**src/rtl/trans_lane_rx_if.sv**
```systemverilog
// Lane receiver bundle: symbol stream in, Y/C pixel writes and frame/error status out.
// The master drives symbols; the slave is the receiver.
interface trans_lane_rx_if;
    logic [7:0]  RxData;
    logic        RxValid;
    logic        PixWe;
    logic [15:0] PixAddr;
    logic [4:0]  PixY;
    logic [4:0]  PixC;
    logic        FrameStart;
    logic        FrameOdd;
    logic        FrameDone;
    logic        SymErr;
    logic        HdrErr;
    logic        LineErr;

    modport master (
        output RxData, RxValid,
        input  PixWe, PixAddr, PixY, PixC, FrameStart, FrameOdd, FrameDone,
               SymErr, HdrErr, LineErr
    );

    modport slave (
        input  RxData, RxValid,
        output PixWe, PixAddr, PixY, PixC, FrameStart, FrameOdd, FrameDone,
               SymErr, HdrErr, LineErr
    );
endinterface

```
**src/rtl/trans_lane_rx.sv**
```systemverilog
// Lane receiver: decodes marker/data symbols, frames them by header and line markers,
// and writes luma/chroma pairs into a frame buffer address space.
module trans_lane_rx #(
    parameter logic [23:0] FRAME1      = 24'haab155,
    parameter logic [23:0] FRAME0      = 24'haa8d55,
    parameter logic [15:0] HSYNC       = 16'ha355,
    parameter int          LINE_SYMS   = 80,
    parameter int          FRAME_PAIRS = 38400
) (
    input logic           Cclk,
    input logic           rstn,
    trans_lane_rx_if.slave lane
);

    localparam logic [15:0] LINE_LEN  = 16'(LINE_SYMS);
    localparam logic [15:0] LAST_PAIR = 16'(FRAME_PAIRS - 1);

    typedef enum logic {HUNT = 1'b0, DATA = 1'b1} state_t;

    state_t      state_q, state_d;
    logic [23:0] shift_q, shift_d;
    logic [4:0]  run_q, run_d;
    logic        have_y_q, have_y_d;
    logic [4:0]  y_q, y_d;
    logic [15:0] pair_q, pair_d;
    logic [15:0] line_q, line_d;

    logic        pix_we_q, pix_we_d;
    logic [15:0] pix_addr_q, pix_addr_d;
    logic [4:0]  pix_y_q, pix_y_d;
    logic [4:0]  pix_c_q, pix_c_d;
    logic        frame_start_q, frame_start_d;
    logic        frame_odd_q, frame_odd_d;
    logic        frame_done_q, frame_done_d;
    logic        sym_err_q, sym_err_d;
    logic        hdr_err_q, hdr_err_d;
    logic        line_err_q, line_err_d;

    logic       is_m1, is_m0, is_data, is_ill;
    logic [4:0] sym_val;
    logic       hdr_hit, hsync_hit;

    assign is_m1   = lane.RxValid && (lane.RxData == 8'hff);
    assign is_m0   = lane.RxValid && (lane.RxData == 8'h01);
    assign is_data = lane.RxValid && !lane.RxData[7] && (lane.RxData[1:0] == 2'b00);
    assign is_ill  = lane.RxValid && !is_m1 && !is_m0 && !is_data;
    assign sym_val = lane.RxData[6:2];

    // A run only counts as a marker when its exact length matches the pattern width.
    assign hdr_hit   = (run_q == 5'd24) && ((shift_q == FRAME1) || (shift_q == FRAME0));
    assign hsync_hit = (run_q == 5'd16) && (shift_q[15:0] == HSYNC);

    always_ff @(posedge Cclk or negedge rstn) begin
        if (!rstn) begin
            state_q       <= HUNT;
            shift_q       <= '0;
            run_q         <= '0;
            have_y_q      <= 1'b0;
            y_q           <= '0;
            pair_q        <= '0;
            line_q        <= '0;
            pix_we_q      <= 1'b0;
            pix_addr_q    <= '0;
            pix_y_q       <= '0;
            pix_c_q       <= '0;
            frame_start_q <= 1'b0;
            frame_odd_q   <= 1'b0;
            frame_done_q  <= 1'b0;
            sym_err_q     <= 1'b0;
            hdr_err_q     <= 1'b0;
            line_err_q    <= 1'b0;
        end else begin
            state_q       <= state_d;
            shift_q       <= shift_d;
            run_q         <= run_d;
            have_y_q      <= have_y_d;
            y_q           <= y_d;
            pair_q        <= pair_d;
            line_q        <= line_d;
            pix_we_q      <= pix_we_d;
            pix_addr_q    <= pix_addr_d;
            pix_y_q       <= pix_y_d;
            pix_c_q       <= pix_c_d;
            frame_start_q <= frame_start_d;
            frame_odd_q   <= frame_odd_d;
            frame_done_q  <= frame_done_d;
            sym_err_q     <= sym_err_d;
            hdr_err_q     <= hdr_err_d;
            line_err_q    <= line_err_d;
        end
    end

    always_comb begin
        state_d       = state_q;
        shift_d       = shift_q;
        run_d         = run_q;
        have_y_d      = have_y_q;
        y_d           = y_q;
        pair_d        = pair_q;
        line_d        = line_q;
        pix_we_d      = 1'b0;
        pix_addr_d    = pix_addr_q;
        pix_y_d       = pix_y_q;
        pix_c_d       = pix_c_q;
        frame_start_d = 1'b0;
        frame_odd_d   = frame_odd_q;
        frame_done_d  = 1'b0;
        sym_err_d     = is_ill;
        hdr_err_d     = 1'b0;
        line_err_d    = 1'b0;

        if (is_m1 || is_m0) begin
            shift_d = {shift_q[22:0], is_m1};
            run_d   = (run_q == 5'd31) ? run_q : run_q + 5'd1;
        end

        if (is_data) begin
            shift_d = '0;
            run_d   = '0;
            if (hdr_hit) begin
                state_d       = DATA;
                frame_start_d = 1'b1;
                frame_odd_d   = (shift_q == FRAME1);
                pix_addr_d    = '0;
                pair_d        = '0;
                line_d        = 16'd1;
                have_y_d      = 1'b1;
                y_d           = sym_val;
            end else if (state_q == DATA) begin
                if (hsync_hit) begin
                    line_err_d = (line_q != LINE_LEN);
                    line_d     = 16'd1;
                    have_y_d   = 1'b1;
                    y_d        = sym_val;
                end else if (run_q != 5'd0) begin
                    hdr_err_d = 1'b1;
                    have_y_d  = 1'b0;
                    state_d   = HUNT;
                end else begin
                    line_d = (line_q == 16'hffff) ? line_q : line_q + 16'd1;
                    if (have_y_q) begin
                        pix_we_d   = 1'b1;
                        pix_y_d    = y_q;
                        pix_c_d    = sym_val;
                        pix_addr_d = pair_q;
                        pair_d     = pair_q + 16'd1;
                        have_y_d   = 1'b0;
                        // The last pair closes the frame; no address wrap is possible.
                        if (pair_q == LAST_PAIR) begin
                            frame_done_d = 1'b1;
                            state_d      = HUNT;
                        end
                    end else begin
                        have_y_d = 1'b1;
                        y_d      = sym_val;
                    end
                end
            end
        end
    end

    assign lane.PixWe      = pix_we_q;
    assign lane.PixAddr    = pix_addr_q;
    assign lane.PixY       = pix_y_q;
    assign lane.PixC       = pix_c_q;
    assign lane.FrameStart = frame_start_q;
    assign lane.FrameOdd   = frame_odd_q;
    assign lane.FrameDone  = frame_done_q;
    assign lane.SymErr     = sym_err_q;
    assign lane.HdrErr     = hdr_err_q;
    assign lane.LineErr    = line_err_q;

endmodule
```
**src/flat_wrapper.sv**
```systemverilog
// flat-port wrapper written by rule: the top's interface ports become plain ports
module trans_lane_rx_flat 
#(
    parameter logic [23:0] FRAME1      = 24'haab155,
    parameter logic [23:0] FRAME0      = 24'haa8d55,
    parameter logic [15:0] HSYNC       = 16'ha355,
    parameter int          LINE_SYMS   = 80,
    parameter int          FRAME_PAIRS = 38400
)
  (Cclk, rstn, lane_RxData, lane_RxValid, lane_PixWe, lane_PixAddr, lane_PixY, lane_PixC, lane_FrameStart, lane_FrameOdd, lane_FrameDone, lane_SymErr, lane_HdrErr, lane_LineErr);
  trans_lane_rx_if lane_i ();
  input logic Cclk;
  input logic rstn;
  input wire logic [$bits(lane_i.RxData)-1:0] lane_RxData;
  input wire logic [$bits(lane_i.RxValid)-1:0] lane_RxValid;
  output wire logic [$bits(lane_i.PixWe)-1:0] lane_PixWe;
  output wire logic [$bits(lane_i.PixAddr)-1:0] lane_PixAddr;
  output wire logic [$bits(lane_i.PixY)-1:0] lane_PixY;
  output wire logic [$bits(lane_i.PixC)-1:0] lane_PixC;
  output wire logic [$bits(lane_i.FrameStart)-1:0] lane_FrameStart;
  output wire logic [$bits(lane_i.FrameOdd)-1:0] lane_FrameOdd;
  output wire logic [$bits(lane_i.FrameDone)-1:0] lane_FrameDone;
  output wire logic [$bits(lane_i.SymErr)-1:0] lane_SymErr;
  output wire logic [$bits(lane_i.HdrErr)-1:0] lane_HdrErr;
  output wire logic [$bits(lane_i.LineErr)-1:0] lane_LineErr;
  assign lane_i.RxData = lane_RxData;
  assign lane_i.RxValid = lane_RxValid;
  assign lane_PixWe = lane_i.PixWe;
  assign lane_PixAddr = lane_i.PixAddr;
  assign lane_PixY = lane_i.PixY;
  assign lane_PixC = lane_i.PixC;
  assign lane_FrameStart = lane_i.FrameStart;
  assign lane_FrameOdd = lane_i.FrameOdd;
  assign lane_FrameDone = lane_i.FrameDone;
  assign lane_SymErr = lane_i.SymErr;
  assign lane_HdrErr = lane_i.HdrErr;
  assign lane_LineErr = lane_i.LineErr;
  trans_lane_rx #(.FRAME1(FRAME1), .FRAME0(FRAME0), .HSYNC(HSYNC), .LINE_SYMS(LINE_SYMS), .FRAME_PAIRS(FRAME_PAIRS)) u_core (.Cclk(Cclk), .rstn(rstn), .lane(lane_i));
endmodule
```
**config.mk**
```make
export PLATFORM = sky130hd
export DESIGN_NAME = trans_lane_rx_flat
export DESIGN_NICKNAME = d
export VERILOG_FILES = /design/src/rtl/trans_lane_rx_if.sv /design/src/rtl/trans_lane_rx.sv /design/src/flat_wrapper.sv
export SDC_FILE = /design/constraint.sdc
export NUM_CORES = 1
export LEC_CHECK = 0
export CORE_MARGIN = 2
export CORE_UTILIZATION = 45
export DETAILED_ROUTE_END_ITERATION = 6
export DONT_BUFFER_PORTS = 1
export PLACE_DENSITY = 0.56
export SYNTH_ARGS = -nofsm -noshare
export SYNTH_HDL_FRONTEND = slang
export SYNTH_SLANG_ARGS = --single-unit
```
**constraint.sdc**
```tcl
create_clock -name Cclk -period 3.5 [get_ports Cclk]
set_clock_uncertainty 0.05 [all_clocks]
set_input_delay 0.35 -clock Cclk [delete_from_list [all_inputs] [get_ports Cclk]]
set_output_delay 0.35 -clock Cclk [all_outputs]
set_load 0.005 [all_outputs]
```
==> report_table.html <==
<table>
<tr><th>Metric</th><th>Value</th></tr>
<tr><th colspan="2">Status</th></tr>
<tr><td>Result of the run</td><td>finished, final reports clean</td></tr>
<tr><th colspan="2">Timing</th></tr>
<tr><td>Fmax</td><td>around 380 MHz</td></tr>
<tr><td>Final Hold Vio Count</td><td>0</td></tr>
<tr><td>Headroom to the max-slew limit</td><td>between 40 and 50%</td></tr>
<tr><td>Final min period</td><td>about 2.6 ns</td></tr>
<tr><td>Setup repair after global routing missed its margin</td><td>no</td></tr>
<tr><td>Final clock period utilization by the worst path</td><td>around three quarters</td></tr>
<tr><td>Number of endpoints failing setup at the final stage</td><td>0</td></tr>
<tr><td>Tightest Pin Transition</td><td>about 0.82 ns</td></tr>
<tr><td>Summed negative setup slack over all endpoints</td><td>0 ns</td></tr>
<tr><td>Worst Hold Slack</td><td>approximately 0.023 ns</td></tr>
<tr><td>Final Max Slew Viols</td><td>0</td></tr>
<tr><th colspan="2">Synth</th></tr>
<tr><td>Synthesized area divided by synthesized cell count</td><td>around 10 um^2</td></tr>
<tr><td>Syn nets</td><td>roughly 510</td></tr>
<tr><td>Commonest register cell after synthesis</td><td>dfrtp_1</td></tr>
<tr><td>Count of mapped cells out of synthesis</td><td>between 400 and 500</td></tr>
<tr><td>Proportion of netlist area held by the largest area contributor</td><td>51.2%</td></tr>
<tr><td>Yosys synthesis warning count</td><td>0</td></tr>
<tr><td>Number of unique standard cell types used by synthesis</td><td>between 60 and 70</td></tr>
<tr><td>List of most frequent post-synthesis cells</td><td>101 x dfrtp_1, 66 x nand2_1, 36 x nor2_1</td></tr>
<tr><td>Count of flip-flops with a built-in enable after synthesis</td><td>0</td></tr>
<tr><td>Seq/Total Area, Yosys</td><td>between 50% and 60%</td></tr>
<tr><td>Mapped Area</td><td>approximately 4900 um^2</td></tr>
<tr><td>Cell taking the most area after synthesis</td><td>dfrtp_1</td></tr>
<tr><td>Main area contributors after synthesis</td><td>dfrtp_1 51%, nand2_1 5.0%, nor2_1 2.7%</td></tr>
<tr><td>Synth Register Bits</td><td>approximately 100</td></tr>
<tr><td>Most frequent cell after synthesis</td><td>dfrtp_1</td></tr>
<tr><td>Ys async rst share</td><td>100%</td></tr>
<tr><th colspan="2">Power and ir drop</th></tr>
<tr><td>Switching Share</td><td>roughly a third</td></tr>
<tr><td>Sequential share of power</td><td>approximately 56%</td></tr>
<tr><td>Power Density</td><td>approximately 550 nW/um^2</td></tr>
<tr><td>Design internal power</td><td>approximately 2.0 mW</td></tr>
<tr><td>Static power due to leakage</td><td>between 2 and 2.5 nW</td></tr>
<tr><td>Total net switching power</td><td>approximately 0.94 mW</td></tr>
<tr><td>Part of the total power dissipated in the clock network</td><td>approximately a quarter</td></tr>
<tr><td>Maximum ir drop on the vdd rail</td><td>around 0.31 mV</td></tr>
<tr><td>Combinational Power Share</td><td>a little under 20%</td></tr>
<tr><td>Power after layout</td><td>2.92 mW</td></tr>
<tr><th colspan="2">GRT</th></tr>
<tr><td>Routing layer with the top usage in global route</td><td>met2</td></tr>
<tr><td>Total congestion overflow</td><td>0</td></tr>
<tr><td>Global-route track usage on met3</td><td>~5.1%</td></tr>
<tr><td>Vias in the first global route</td><td>approximately 3500</td></tr>
<tr><td>Grt met1 use</td><td>26.8%</td></tr>
<tr><td>Largest net degree at the start of global routing</td><td>between 100 and 150</td></tr>
<tr><td>Initial antenna violation count</td><td>0</td></tr>
<tr><td>Met2 usage in global routing</td><td>~28%</td></tr>
<tr><td>Global-route total usage across every layer</td><td>between 10% and 20%</td></tr>
<tr><td>Global-route wire length before repair</td><td>about 18 mm</td></tr>
<tr><th colspan="2">CTS</th></tr>
<tr><td>Cell chosen for the clock root</td><td>clkbuf_8</td></tr>
<tr><td>TritonCTS clock tree</td><td>built</td></tr>
<tr><td>TritonCTS sink count</td><td>~100</td></tr>
<tr><td>Longest Clk Path Bufs</td><td>2</td></tr>
<tr><td>Clk_lat worst skew</td><td>between 0.3 and 0.4 ns</td></tr>
<tr><td>Total setup buffers inserted after CTS</td><td>0</td></tr>
<tr><td>Clock-pin slew on the worst setup and hold paths</td><td>0.10 ns</td></tr>
<tr><td>Num CTS Buffers</td><td>9</td></tr>
<tr><td>Count of H-tree levels built during CTS</td><td>3</td></tr>
<tr><th colspan="2">Floorplanning</th></tr>
<tr><td>Overall die width</td><td>109 um</td></tr>
<tr><td>Placement Rows</td><td>38</td></tr>
<tr><td>Overall die area</td><td>~12000 um^2</td></tr>
<tr><td>Area of the core</td><td>~11000 um^2</td></tr>
<tr><td>Vert. Die Dim</td><td>between 100 and 150 um</td></tr>
<tr><td>Initial standard-cell utilization of the core</td><td>45.9%</td></tr>
<tr><td># IOs</td><td>44</td></tr>
<tr><th colspan="2">Critical path</th></tr>
<tr><td>Critical path class</td><td>reg -&gt; reg</td></tr>
<tr><td>Crit-path max FO</td><td>8</td></tr>
<tr><td>Slack of the worst reg-to-reg path</td><td>approximately 0.86 ns</td></tr>
<tr><td>R2R Path Start</td><td>u_core.shift_q[9]</td></tr>
<tr><td>Element type at the critical path start</td><td>register</td></tr>
<tr><td>Endpoint kind of the worst setup timing path</td><td>register</td></tr>
<tr><td>RR Endpoint</td><td>u_core.y_q[0]</td></tr>
<tr><td>Arr. time, crit path</td><td>~2.9 ns</td></tr>
<tr><td>Data required, critical path</td><td>between 3 and 4 ns</td></tr>
<tr><td>R2R cell count</td><td>5</td></tr>
<tr><th colspan="2">Detailed routing</th></tr>
<tr><td>Drt first-iter violations</td><td>around 210</td></tr>
<tr><td>Post-route DRC violation count</td><td>0</td></tr>
<tr><td>Total wire length</td><td>10.6 mm</td></tr>
<tr><td>Initial DRT Pass Iterations</td><td>5</td></tr>
<tr><td>Number of vias in the routed layout</td><td>between 3000 and 4000</td></tr>
<tr><td>Number of nets still failing antenna checks after routing</td><td>0</td></tr>
<tr><td>Avg Vias per Cell</td><td>roughly 6</td></tr>
<tr><td>Per-cell routed wire length</td><td>16.8 um</td></tr>
<tr><th colspan="2">Place</th></tr>
<tr><td>Final estimated routing congestion in global placement</td><td>between 0.8 and 0.9</td></tr>
<tr><td>PortBufs</td><td>0</td></tr>
<tr><td>Total half-perimeter wirelength after legalization and detailed placement</td><td>just under 7 mm</td></tr>
<tr><th colspan="2">Cells and area</th></tr>
<tr><td>Number of nets in the finished design</td><td>around 500</td></tr>
<tr><td>Count of filler cells inserted in the layout</td><td>between 1000 and 1500</td></tr>
<tr><td>Synth-to-layout area growth</td><td>7.23%</td></tr>
<tr><td>Final core occ</td><td>~50%</td></tr>
<tr><td>Fraction of final layout cells with drive strength greater than 1</td><td>9.78%</td></tr>
<tr><td>ANT cells</td><td>0</td></tr>
<tr><th colspan="2">Hold path</th></tr>
<tr><td>Type of the tightest min-delay check</td><td>in -&gt; reg</td></tr>
<tr><td>Number of cells traversed by the worst hold path</td><td>2</td></tr>
<tr><td>Hold wc startpoint</td><td>lane_RxData[3]</td></tr>
<tr><td>Destination of the worst hold path</td><td>u_core.lane.PixC[1]</td></tr>
<tr><th colspan="2">Flow run</th></tr>
<tr><td>Reported max-cap violation count</td><td>0</td></tr>
</table>
-- worst max-delay path, cell delays in order, from the launching register on --
cell and delay, ns:
dfrtp_1 0.42, or4b_1 0.58, a2111oi_0 0.37, nand3_1 0.40
a22o_4 0.40, mux2_4 0.31
-- power groups by stage --
stage / Clock, mW / Combinational, mW / Sequential (mW)
after floorplan: 0 / 0.476 / 1.59
after global placement: 0 / 0.539 / 1.66
after detailed placement: 0 / 0.558 / 1.66
after CTS: 0.729 / 0.591 / 1.64
after global routing: 0.778 / 0.673 / 1.68
final: 0.703 / 0.583 / 1.64
-- how the worst max path moves through the flow --
stage	from	end	slack [ns]	cells after the start
after floorplan	lane_RxData[2]	u_core.shift_q[13]	1.12	7
after global placement	lane_RxValid	u_core.y_q[3]	0.84	5
after detailed placement	lane_RxValid	u_core.y_q[0]	0.83	5
after CTS	u_core.shift_q[9]	u_core.y_q[0]	0.81	5
after global routing	u_core.run_q[0]	u_core.pair_q[4]	0.62	10
final	u_core.shift_q[9]	u_core.y_q[0]	0.86	5
-- placed cells by master (no fill, tap or decap), types with 5 or more instances in the layout --
cell type,n
o21ai_0,18
nor2_1,36
nand3_1,13
mux2i_1,13
mux2_4,5
a21oi_1,11
a211o_1,10
and3_1,13
dfrtp_1,101
clkbuf_8,9
a22o_1,12
nor3_1,17
inv_1,25
nand4_1,21
mux2_2,9
ha_1,6
and4_1,5
buf_4,8
and2_1,5
nand2_1,66
o21ai_1,5
-- per-stage QoR --
stage                     instance area [um^2]  cells  setup slack, ns
after floorplan                           4930    491             1.12
after global placement                    5070    613            0.837
after detailed placement                  5070    613            0.832
after CTS                                 5290    631            0.814
after global routing                      5290    631            0.622
final                                     5290    631            0.863
-- state kept, by name, indices dropped and copies added, names as in the netlist, 5 cells and up --
register,count
u_core.shift_q,24
u_core.lane.PixAddr,16
u_core.line_q,16
u_core.pair_q,16
u_core.lane.PixC,5
u_core.lane.PixY,5
u_core.run_q,5
u_core.y_q,5
-- cells by family after synthesis --
logic type               share of synthesized area (%)
AO/OA/AOI/OAI                                     14.2
XOR/XNOR                                         0.178
adder cells (fa/ha/maj)                           1.52
buffers and inverters                             4.39
flip-flops                                        51.2
multiplexers                                      6.90
AND/OR/NAND/NOR                                   21.6
-- metal layers --
metal / vias up / part of all wire [%] / wire length (um)
li1: 1780 / - / -
met1: 1825 / 48 / 5070
met2: 96 / 46 / 4860
met3: 13 / 5.2 / 548
met4: 0 / 1.3 / 138
met5: - / 0 / 0
-- cell type report --
type | count | area (um^2) | area share [%]
timing repair buffer | 10 | 97.6 | 1.84
tap | 140 | 175 | 3.31
multi-input combinational | 337 | 2200 | 41.7
sequential | 101 | 2530 | 47.8
clock inverter | 7 | 60.1 | 1.14
clock buffer | 9 | 124 | 2.34
inverter | 27 | 101 | 1.92
-- repair_timing --
action                                  in CTS  in global routing
hold buffers                                 2                  0
endpoints found under the setup margin       0                  0
resized for setup                            0                  0
hold endpoints to repair                   101                  0
Note: power is estimated with default switching activity, not from simulation.
